<file path="src/rtl/vram_pkg.sv">
// Shared VRAM constants and the write-request payload type.
package vram_pkg;

  localparam int VRAM_AW = 13;

  // Display fetch owns phases 15, 0, 1, 2; everything in this range is free for CPU writes.
  localparam logic [3:0] PHASE_OPEN_FIRST = 4'd3;
  localparam logic [3:0] PHASE_OPEN_LAST  = 4'd14;

  typedef struct packed {
    logic [VRAM_AW-1:0] addr;
    logic [7:0]         data;
  } vram_wr_t;

endpackage

</file>
<file path="src/rtl/vram_wr_fifo.sv">
// Small synchronous FIFO; occupancy counter resolves full/empty, pointers wrap modulo DEPTH.
module vram_wr_fifo #(
  parameter int DEPTH = 4,
  parameter int W     = 21
) (
  input  logic                     clk,
  input  logic                     reset,
  input  logic                     push,
  input  logic                     pop,
  input  logic [W-1:0]             push_data,
  output logic                     full,
  output logic                     empty,
  output logic [$clog2(DEPTH):0]   level,
  output logic [W-1:0]             head
);

  localparam int PW = $clog2(DEPTH);
  localparam int LW = PW + 1;

  logic [W-1:0]  mem [DEPTH];
  logic [PW-1:0] wr_ptr;
  logic [PW-1:0] rd_ptr;
  logic          do_push;
  logic          do_pop;

  assign full    = (level == LW'(DEPTH));
  assign empty   = (level == '0);
  assign do_push = push & ~full;
  assign do_pop  = pop & ~empty;
  assign head    = mem[rd_ptr];

  always_ff @(posedge clk) begin
    if (reset) begin
      wr_ptr <= '0;
      rd_ptr <= '0;
      level  <= '0;
    end else begin
      if (do_push) wr_ptr <= wr_ptr + PW'(1);
      if (do_pop)  rd_ptr <= rd_ptr + PW'(1);
      case ({do_push, do_pop})
        2'b10:   level <= level + LW'(1);
        2'b01:   level <= level - LW'(1);
        default: level <= level;
      endcase
    end
  end

  // Storage needs no reset: the level counter decides what is valid.
  always_ff @(posedge clk) begin
    if (do_push) mem[wr_ptr] <= push_data;
  end

endmodule

</file>
<file path="src/rtl/vram_write_port.sv">
// CPU write port for the display VRAM: queues byte writes and drains them only in pixel phases free of display fetches.
module vram_write_port
  import vram_pkg::*;
#(
  parameter int DEPTH = 4,
  parameter int AW    = VRAM_AW
) (
  input  logic                   pixel_clock,
  input  logic                   reset,
  input  logic                   ag,
  input  logic                   show_border,
  input  logic [3:0]             subchar_pixel,
  input  logic [8:0]             graph_pixel,
  input  logic                   cpu_wr_valid,
  input  logic [AW-1:0]          cpu_wr_addr,
  input  logic [7:0]             cpu_wr_data,
  output logic                   cpu_wr_ready,
  output logic                   vram_we,
  output logic [AW-1:0]          vram_waddr,
  output logic [7:0]             vram_wdata,
  output logic [$clog2(DEPTH):0] fifo_level
);

  typedef struct packed {
    logic [AW-1:0] addr;
    logic [7:0]    data;
  } wr_t;

  wr_t        in_wr;
  wr_t        head_wr;
  logic [3:0] phase;
  logic       open;
  logic       full;
  logic       empty;
  logic       issue;
  // Upper column bits are irrelevant to the phase decode.
  logic       unused_col;

  assign unused_col = ^graph_pixel[8:4];
  assign phase      = ag ? graph_pixel[3:0] : subchar_pixel;
  assign open       = show_border | ((phase >= PHASE_OPEN_FIRST) && (phase <= PHASE_OPEN_LAST));
  assign issue      = open & ~empty;
  assign in_wr      = '{addr: cpu_wr_addr, data: cpu_wr_data};
  assign cpu_wr_ready = ~full;

  vram_wr_fifo #(
    .DEPTH (DEPTH),
    .W     ($bits(wr_t))
  ) u_fifo (
    .clk       (pixel_clock),
    .reset     (reset),
    .push      (cpu_wr_valid),
    .pop       (issue),
    .push_data (in_wr),
    .full      (full),
    .empty     (empty),
    .level     (fifo_level),
    .head      (head_wr)
  );

  always_ff @(posedge pixel_clock) begin
    if (reset) begin
      vram_we    <= 1'b0;
      vram_waddr <= '0;
      vram_wdata <= '0;
    end else if (issue) begin
      vram_we    <= 1'b1;
      vram_waddr <= head_wr.addr;
      vram_wdata <= head_wr.data;
    end else begin
      vram_we    <= 1'b0;
    end
  end

endmodule

</file>
<file path="config.mk">
export PLATFORM = sky130hd
export DESIGN_NAME = vram_write_port
export DESIGN_NICKNAME = d
export VERILOG_FILES = /design/src/rtl/vram_pkg.sv /design/src/rtl/vram_wr_fifo.sv /design/src/rtl/vram_write_port.sv
export SDC_FILE = /design/constraint.sdc
export NUM_CORES = 1
export LEC_CHECK = 0
export BUFFER_PORTS_ARGS = -buffer_cell sky130_fd_sc_hd__buf_2
export CAP_MARGIN = 20
export CELL_PAD_IN_SITES_DETAIL_PLACEMENT = 0
export CELL_PAD_IN_SITES_GLOBAL_PLACEMENT = 2
export CORE_MARGIN = 4
export CORE_UTILIZATION = 41
export DETAILED_ROUTE_END_ITERATION = 16
export HOLD_SLACK_MARGIN = 0.12
export PLACE_DENSITY_LB_ADDON = 0.05
export SYNTH_ARGS = -nofsm -noshare
export SYNTH_HDL_FRONTEND = slang
export SYNTH_HIERARCHICAL = 1
export SYNTH_SLANG_ARGS = --single-unit
export TNS_END_PERCENT = 20
</file>
<file path="constraint.sdc">
create_clock -name pixel_clock -period 3.5 [get_ports pixel_clock]
set_input_delay 0.7 -clock pixel_clock [delete_from_list [all_inputs] [get_ports pixel_clock]]
set_output_delay 0.7 -clock pixel_clock [all_outputs]
set_load 0.01 [all_outputs]
</file>
### Yosys cells after proc, flatten, opt, wreduce, memory -nomap -nowiden

Memory sizes are Yosys's and may differ from the RTL's. A register that Yosys moved wholly into a read port is not among the register bits.
Index checks and enable logic that the tools add are counted.

| storage, ports and cells | value |
|---|---|
| bits in registers | 8 |
| RAM bits | 84 |
| input port bits | 39 |
| output and inout bits | 26 |
| logic and storage cells | 28 |
| memories kept | 1 |

Memories:

| name | depth | width | rd ports | clocked after Yosys merged registers in | write ports | line | source |
|---|---|---|---|---|---|---|---|
| u_fifo.mem | 4 | 21 | 1 | 1 | 1 | vram_wr_fifo.sv:20 | `logic [W-1:0] mem [DEPTH];` |

| operators by class | value |
|---|---|
| add/sub/neg operators | 4 |
| magnitude comparators | 2 |
| eq/ne operators | 3 |
| muxes and demuxes | 5 |
| bitwise operators | 6 |
| reduce and logical (&&, ||, !) cells | 3 |

Operators with widths:

| operator | number |
|---|---|
| one-hot mux 3 bit (2 select lines) | 1 |
| adder 2 x 1 -> 2 bit, second input constant | 2 |
| greater-or-equal comparator 4 x 2 -> 1 bit, second input constant | 1 |
| less-or-equal comparator 4 bit, second input constant | 1 |
| 2-to-1 mux 4 bit | 1 |
| adder 3 x 1 -> 3 bit, second input constant | 1 |
| bitwise AND 1 bit | 3 |
| equality test 3 bit, second input constant | 1 |
| zero test 3 bit | 1 |
| 2-to-1 mux 1 bit | 3 |
| subtractor 3 x 1 -> 3 bit, second input constant | 1 |
| equality test 2 x 1 -> 1 bit, second input constant | 1 |
| equality test 2 bit, second input constant | 1 |
| inverter 1 bit | 2 |
| nonzero test 2 bit | 1 |
| logical AND 1 bit | 1 |
| bitwise OR 1 bit | 1 |

### Depth between registers and ports, before layout

| logic depth | value |
|---|---|
| depth after elaboration | 8 |
| gate-level depth with buffers | 12 |
| mapped depth without buffers | 11 |

### Cells and area by module

The synthesis kept the hierarchy.

Modules (own cells, without submodules):

| module | times used | cells each | area an instance (µm²) | seq. area each (µm²) |
|---|---|---|---|---|
| vram_wr_fifo | 1 | 163 | 3508.4 | 2702.6 |
| vram_write_port | 1 | 103 | 1036.0 | 440.4 |

### Worst setup path after synthesis

No wires, ideal clock.

| timing path | value |
|---|---|
| path kind | input-to-reg |
| start point | input port ag |
| end point | register u_fifo.level[2] |
| setup time | 0.070 ns |
| arrival | 2.989 ns |
| required time | 3.430 ns |
| setup slack | 0.441 ns |
| stages | 12 |
| path buffers | 1 |
| cells stage by stage | mux2i_1 > a211oi_1 > a311oi_2 > buf_6 > o31ai_1 > inv_1 > ha_1 > inv_1 > fa_1 > xor2_1 > or3_1 > a21oi_1 |

| on the way | value |
|---|---|
| longest elaborated chain between the ends | 8 |
| elaborated cells on any way between the ends | 11 |

Ends and longest elaborated chain:

| item | line | source |
|---|---|---|
| start: declaration | vram_write_port.sv:10 | `input logic ag,` |
| 2-to-1 mux 4 bit * | vram_write_port.sv:40 | `assign phase = ag ? graph_pixel[3:0] : subchar_pixel;` |
| greater-or-equal comparator 4 x 2 -> 1 bit / less-or-equal comparator 4 bit (equally long branches) | vram_write_port.sv:41 | `assign open = show_border \| ((phase >= PHASE_OPEN_FIRST) && (phase <= PHASE_OPEN_LAST));` |
| logical AND 1 bit * | vram_write_port.sv:41 |  |
| bitwise OR 1 bit * | vram_write_port.sv:41 |  |
| bitwise AND 1 bit * | vram_write_port.sv:42 | `assign issue = open & ~empty;` |
| net issue | vram_write_port.sv:35 | `logic issue;` |
| bitwise AND 1 bit * | vram_wr_fifo.sv:29 | `assign do_pop = pop & ~empty;` |
| net u_fifo.do_pop | vram_wr_fifo.sv:24 | `logic do_pop;` |
| equality test 2 x 1 -> 1 bit / equality test 2 bit (equally long branches) | vram_wr_fifo.sv:40 | `case ({do_push, do_pop})` |
| one-hot mux 3 bit (2 select lines) / nonzero test 2 bit (equally long branches) | n/a |  |
| end signal: assignment | vram_wr_fifo.sv:41 | `2'b10: level <= level + LW'(1);` |
| end signal: assignment | vram_wr_fifo.sv:42 | `2'b01: level <= level - LW'(1);` |
| end signal: assignment | vram_wr_fifo.sv:43 | `default: level <= level;` |
| end: declaration | vram_wr_fifo.sv:13 | `output logic [$clog2(DEPTH):0] level,` |

Mark *: on every way through the listed nets, which the timed path passes. The rest lies on a longest branch.
A chain may end at the register's enable or synchronous reset.

### Worst setup path in the final report

| timing path | value |
|---|---|
| start point | input port ag |
| end point | register u_fifo.level[2] |

| on the way | value |
|---|---|
| longest elaborated chain between the ends | 8 |
| elaborated cells on any way between the ends | 11 |

Ends and longest elaborated chain:

| item | line |
|---|---|
| 2-to-1 mux 4 bit * | vram_write_port.sv:40 |
| greater-or-equal comparator 4 x 2 -> 1 bit / less-or-equal comparator 4 bit (equally long branches) | vram_write_port.sv:41 |
| logical AND 1 bit * | vram_write_port.sv:41 |
| bitwise OR 1 bit * | vram_write_port.sv:41 |
| bitwise AND 1 bit * | vram_write_port.sv:42 |
| bitwise AND 1 bit * | vram_wr_fifo.sv:29 |
| net u_fifo.do_pop | vram_wr_fifo.sv:24 |
| equality test 2 x 1 -> 1 bit / equality test 2 bit (equally long branches) | vram_wr_fifo.sv:40 |
| one-hot mux 3 bit (2 select lines) / nonzero test 2 bit (equally long branches) | n/a |

Marks and branches as above.

==> results.txt <==
----------------------------------------------------
[Synth]
  Synth area leaders ... sky130_fd_sc_hd__edfxtp_1 (56%), sky130_fd_sc_hd__dfxtp_1 (14%), sky130_fd_sc_hd__mux4_2 (10%)
  Top flip-flop cell by instance count after synthesis ... sky130_fd_sc_hd__edfxtp_1
  Number of instances in the synthesized netlist ... 266
  Post-synth EDFFs ... 84
  Cell area after technology mapping ... 0.004544 mm^2
  Distinct cell type count after synthesis ... 28
  Top-area cell type share of the netlist area ... around 56%
  Most area-hungry cell type in the Yosys netlist ... sky130_fd_sc_hd__edfxtp_1
  Post-synth net total ... 311
  Flops & latches, synth ... 115
  Number of synthesis warnings ... 6
  Synthesized area per cell ... 17.08 um^2
  Seq/Total Area, Yosys ... a little under 70%
  Share of flip-flops with an asynchronous set or reset after synthesis ... 0%

[Pwr]
  Total power consumption of the routed design ... 4156 uW
  Net load switching power ... 1091 uW
  Portion of total power attributed to the clock network ... 37.0%
  Switching share of total power ... 26.25%
  Logic gate share of total power ... 19.4%
  Leakage power ... 0.002021 uW
  Max VDD drop ... 0.0003281 V
  Power density over cell area ... around 750 mW/mm^2
  Internal ... 3065 uW
  Flop pwr share ... between 40% and 50%

[Floorplan]
  Std-Cell Rows ... 38
  Die width ... 113.3 um
  Area of the die ... 0.01283 mm^2
  Starting density of the core ... 41.92%
  Vertical die dimension ... about 110 um
  Number of top-level pins ... 65
  Std-Cell Core Area ... 0.01084 mm^2

[Timing]
  Final count of hold timing violations ... 0
  Number of slew-limit violations in the final report ... 0
  Worst-case headroom to the max-slew limit ... a little under half
  Setup Total Neg Slack ... 0 ns
  Tightest Pin Transition ... 0.8083 ns
  Fin crit share ... about three quarters
  Shortest clock period the worst path allows after layout ... approximately 2.6 ns
  Setup repair after global routing missed its margin ... false
  Highest achievable clock rate ... 379.9 MHz
  Final worst clock skew ... 0.005945 ns
  Final setup violation count ... 0

[Clock network]
  Total number of H-tree levels ... 4
  Buffer count from post-CTS setup fixing ... 0
  Post-cts hold buffer count ... 0
  Reg clk slew, reported paths ... 0.05 ns
  Number of buffers on the longest clock path ... 2
  Root buf cell ... sky130_fd_sc_hd__clkbuf_8
  Post-cts sizing count ... 0
  Inserted Clock Buffers ... 17
  Number of sinks handled by clock tree synthesis ... 115
  CTS tree ... yes
  Skew-Pair Late Insertion Delay ... 0.51 ns

[GRT]
  Maximum number of pins on one net before global-route repair ... 53
  Overall global routing resource usage ... 14.26%
  Number of global-route vias before repair ... 2,485
  Initial antenna violation count ... 0
  Global-route wire length before repair ... around 13,000 um
  GR Overflow Total ... 0

[Final layout]
  Most common library cell in the layout ignoring fill and taps ... sky130_fd_sc_hd__edfxtp_1
  Commonest non-fill, non-tap cells in the layout ... sky130_fd_sc_hd__edfxtp_1 (84), sky130_fd_sc_hd__buf_2 (59), sky130_fd_sc_hd__nand2b_1 (44)
  Fraction of final layout cells with drive strength greater than 1 ... 31.91%
  Diodes inserted ... 0
  Signed area change from the synthesized netlist to the final layout ... 21.56%
  Net total in the final layout ... 384

[Setup path]
  Category of the worst setup path capture point ... flip-flop
  Critical path arrival ... 3.06 ns
  Most Frequent Cell on Critical Path ... sky130_fd_sc_hd__inv_1
  Worst path cell trace ... buf_2 > mux2i_1 > a211oi_1 > a311oi_4 > o31ai_1 > inv_1 > ha_1 > inv_1 > fa_1 > xor2_1 > or3_1 > a21oi_1
  Delay contributed by the slowest stage of the critical path ... 0.38 ns
  Cell with the biggest individual delay on the critical path ... sky130_fd_sc_hd__fa_1
  Worst setup path category ... input port to flip-flop
  Required time of the critical path ... 3.93 ns
  Crit Path Max Fanout ... 5
  Worst setup SP type ... input port

[Detailed routing]
  Sum of routed wire length over all layers ... 8332 um
  Routed Antenna Nets ... 0
  Average detailed-routed wire length per instance ... ~17 um
  Number of search-and-repair iterations in the first detailed-routing pass ... 4
  Count of routing violations after the opening detailed-route iteration ... 80
  Via count ... 2,377
  Post-detailed-route via-to-cell ratio ... around 4.8
  Number of design rule violations left after detail routing ... 0

[Outcome]
  Result of the run ... finished clean

[Placement]
  PortBufs ... 59
  Placed wire-length estimate after detailed placement ... 4964 um
  RePlAce Congestion ... 0.6789

[Job]
  Count of max-cap constraint violations ... 0

[Hold path]
  Type of the worst min-delay path ... input port to flip-flop

----------------------------------------------------
==> worst paths after layout <==
check,to,cells past startpoint,startpoint,slack [ns]
min reg2reg,vram_waddr[7],2,vram_waddr[7],0.47
min,u_fifo/mem[3][3],1,cpu_wr_data[3],0.41
max,u_fifo/level[2],12,ag,0.87
max reg2reg,u_fifo/level[2],10,u_fifo/level[0],1.15
==> per-layer routing <==
metal  part of all wire [%]  wire [um]  global-route usage, %
met2                     48       4032                  22.39
met4                    1.8        148                  6.971
met1                     46       3835                  18.09
met3                    3.8        315                  4.278
met5                      0          0                      0
==> critical path: cells and delay by family <==
kind	cells	cell delay, ns
muxes	1	0.34
and+or+nand+nor	1	0.30
buffers and inverters	3	0.28
AOI/OAI and AO/OA	4	0.74
adders and majority gates	2	0.55
xor gates and xnor gates	1	0.16
==> area by class of cell <==
cell class | count | area [um^2]
sequential | 115 | 3144
clock inverter | 8 | 88.84
clock buffer | 23 | 436.7
multi-input combinational | 129 | 1297
timing repair buffer | 65 | 340.3
inverter | 11 | 41.29
tap | 140 | 175.2
fill | 931 | 5316
==> synth_stat cells, drive strengths merged, types with 2 or more instances <==
cell type / instances
o21ai: 3
a21oi: 4
clkbuf: 4
and2: 4
mux2i: 23
dfxtp: 31
nand2: 2
edfxtp: 84
ha: 5
or3: 3
nor2: 6
xor2: 3
a211oi: 2
nand2b: 44
inv: 11
buf: 7
mux4: 21
==> power groups by stage <==
stage,clock [uW],combinational [uW],sequential (uW)
finish,1540,806,1810
global route,1640,896,1840
CTS,1580,827,1820
detailed placement,0,819,1840
global placement,0,819,1840
floorplan,0,508,1860
==> state kept, by name (all words and copies together), names as in the netlist, named ones only <==
signal,flops
u_fifo/level,3
u_fifo/mem,84
vram_waddr,13
u_fifo/rd_ptr,2
u_fifo/wr_ptr,2
vram_wdata,8
vram_we,1
==> metrics by stage <==
step	setup WS [ns]	std cells	area (um^2)	utilization (%)	hold slack (ns)
6_report	0.8679	491	5524	50.96	0.4081
3_5_place_dp	0.3787	460	4999	46.11	0.4590
2_1_floorplan	0.4407	266	4544	-	0.4591
5_1_grt	0.6879	491	5524	50.96	0.3908
4_1_cts	0.8795	491	5524	50.96	0.3765
3_3_place_gp	0.3847	460	4999	46.11	0.4560
==> logic make-up after synthesis <==
logic type	count (synthesis)	share of synthesized area (%)
flops	115	69.16
simple gates	64	8.645
mux	44	15.47
buf+inv	22	2.533
compound gates	12	1.789
fa+ha+maj	6	1.817
xor+xnor	3	0.5783
(Power assumes the default switching activity.)
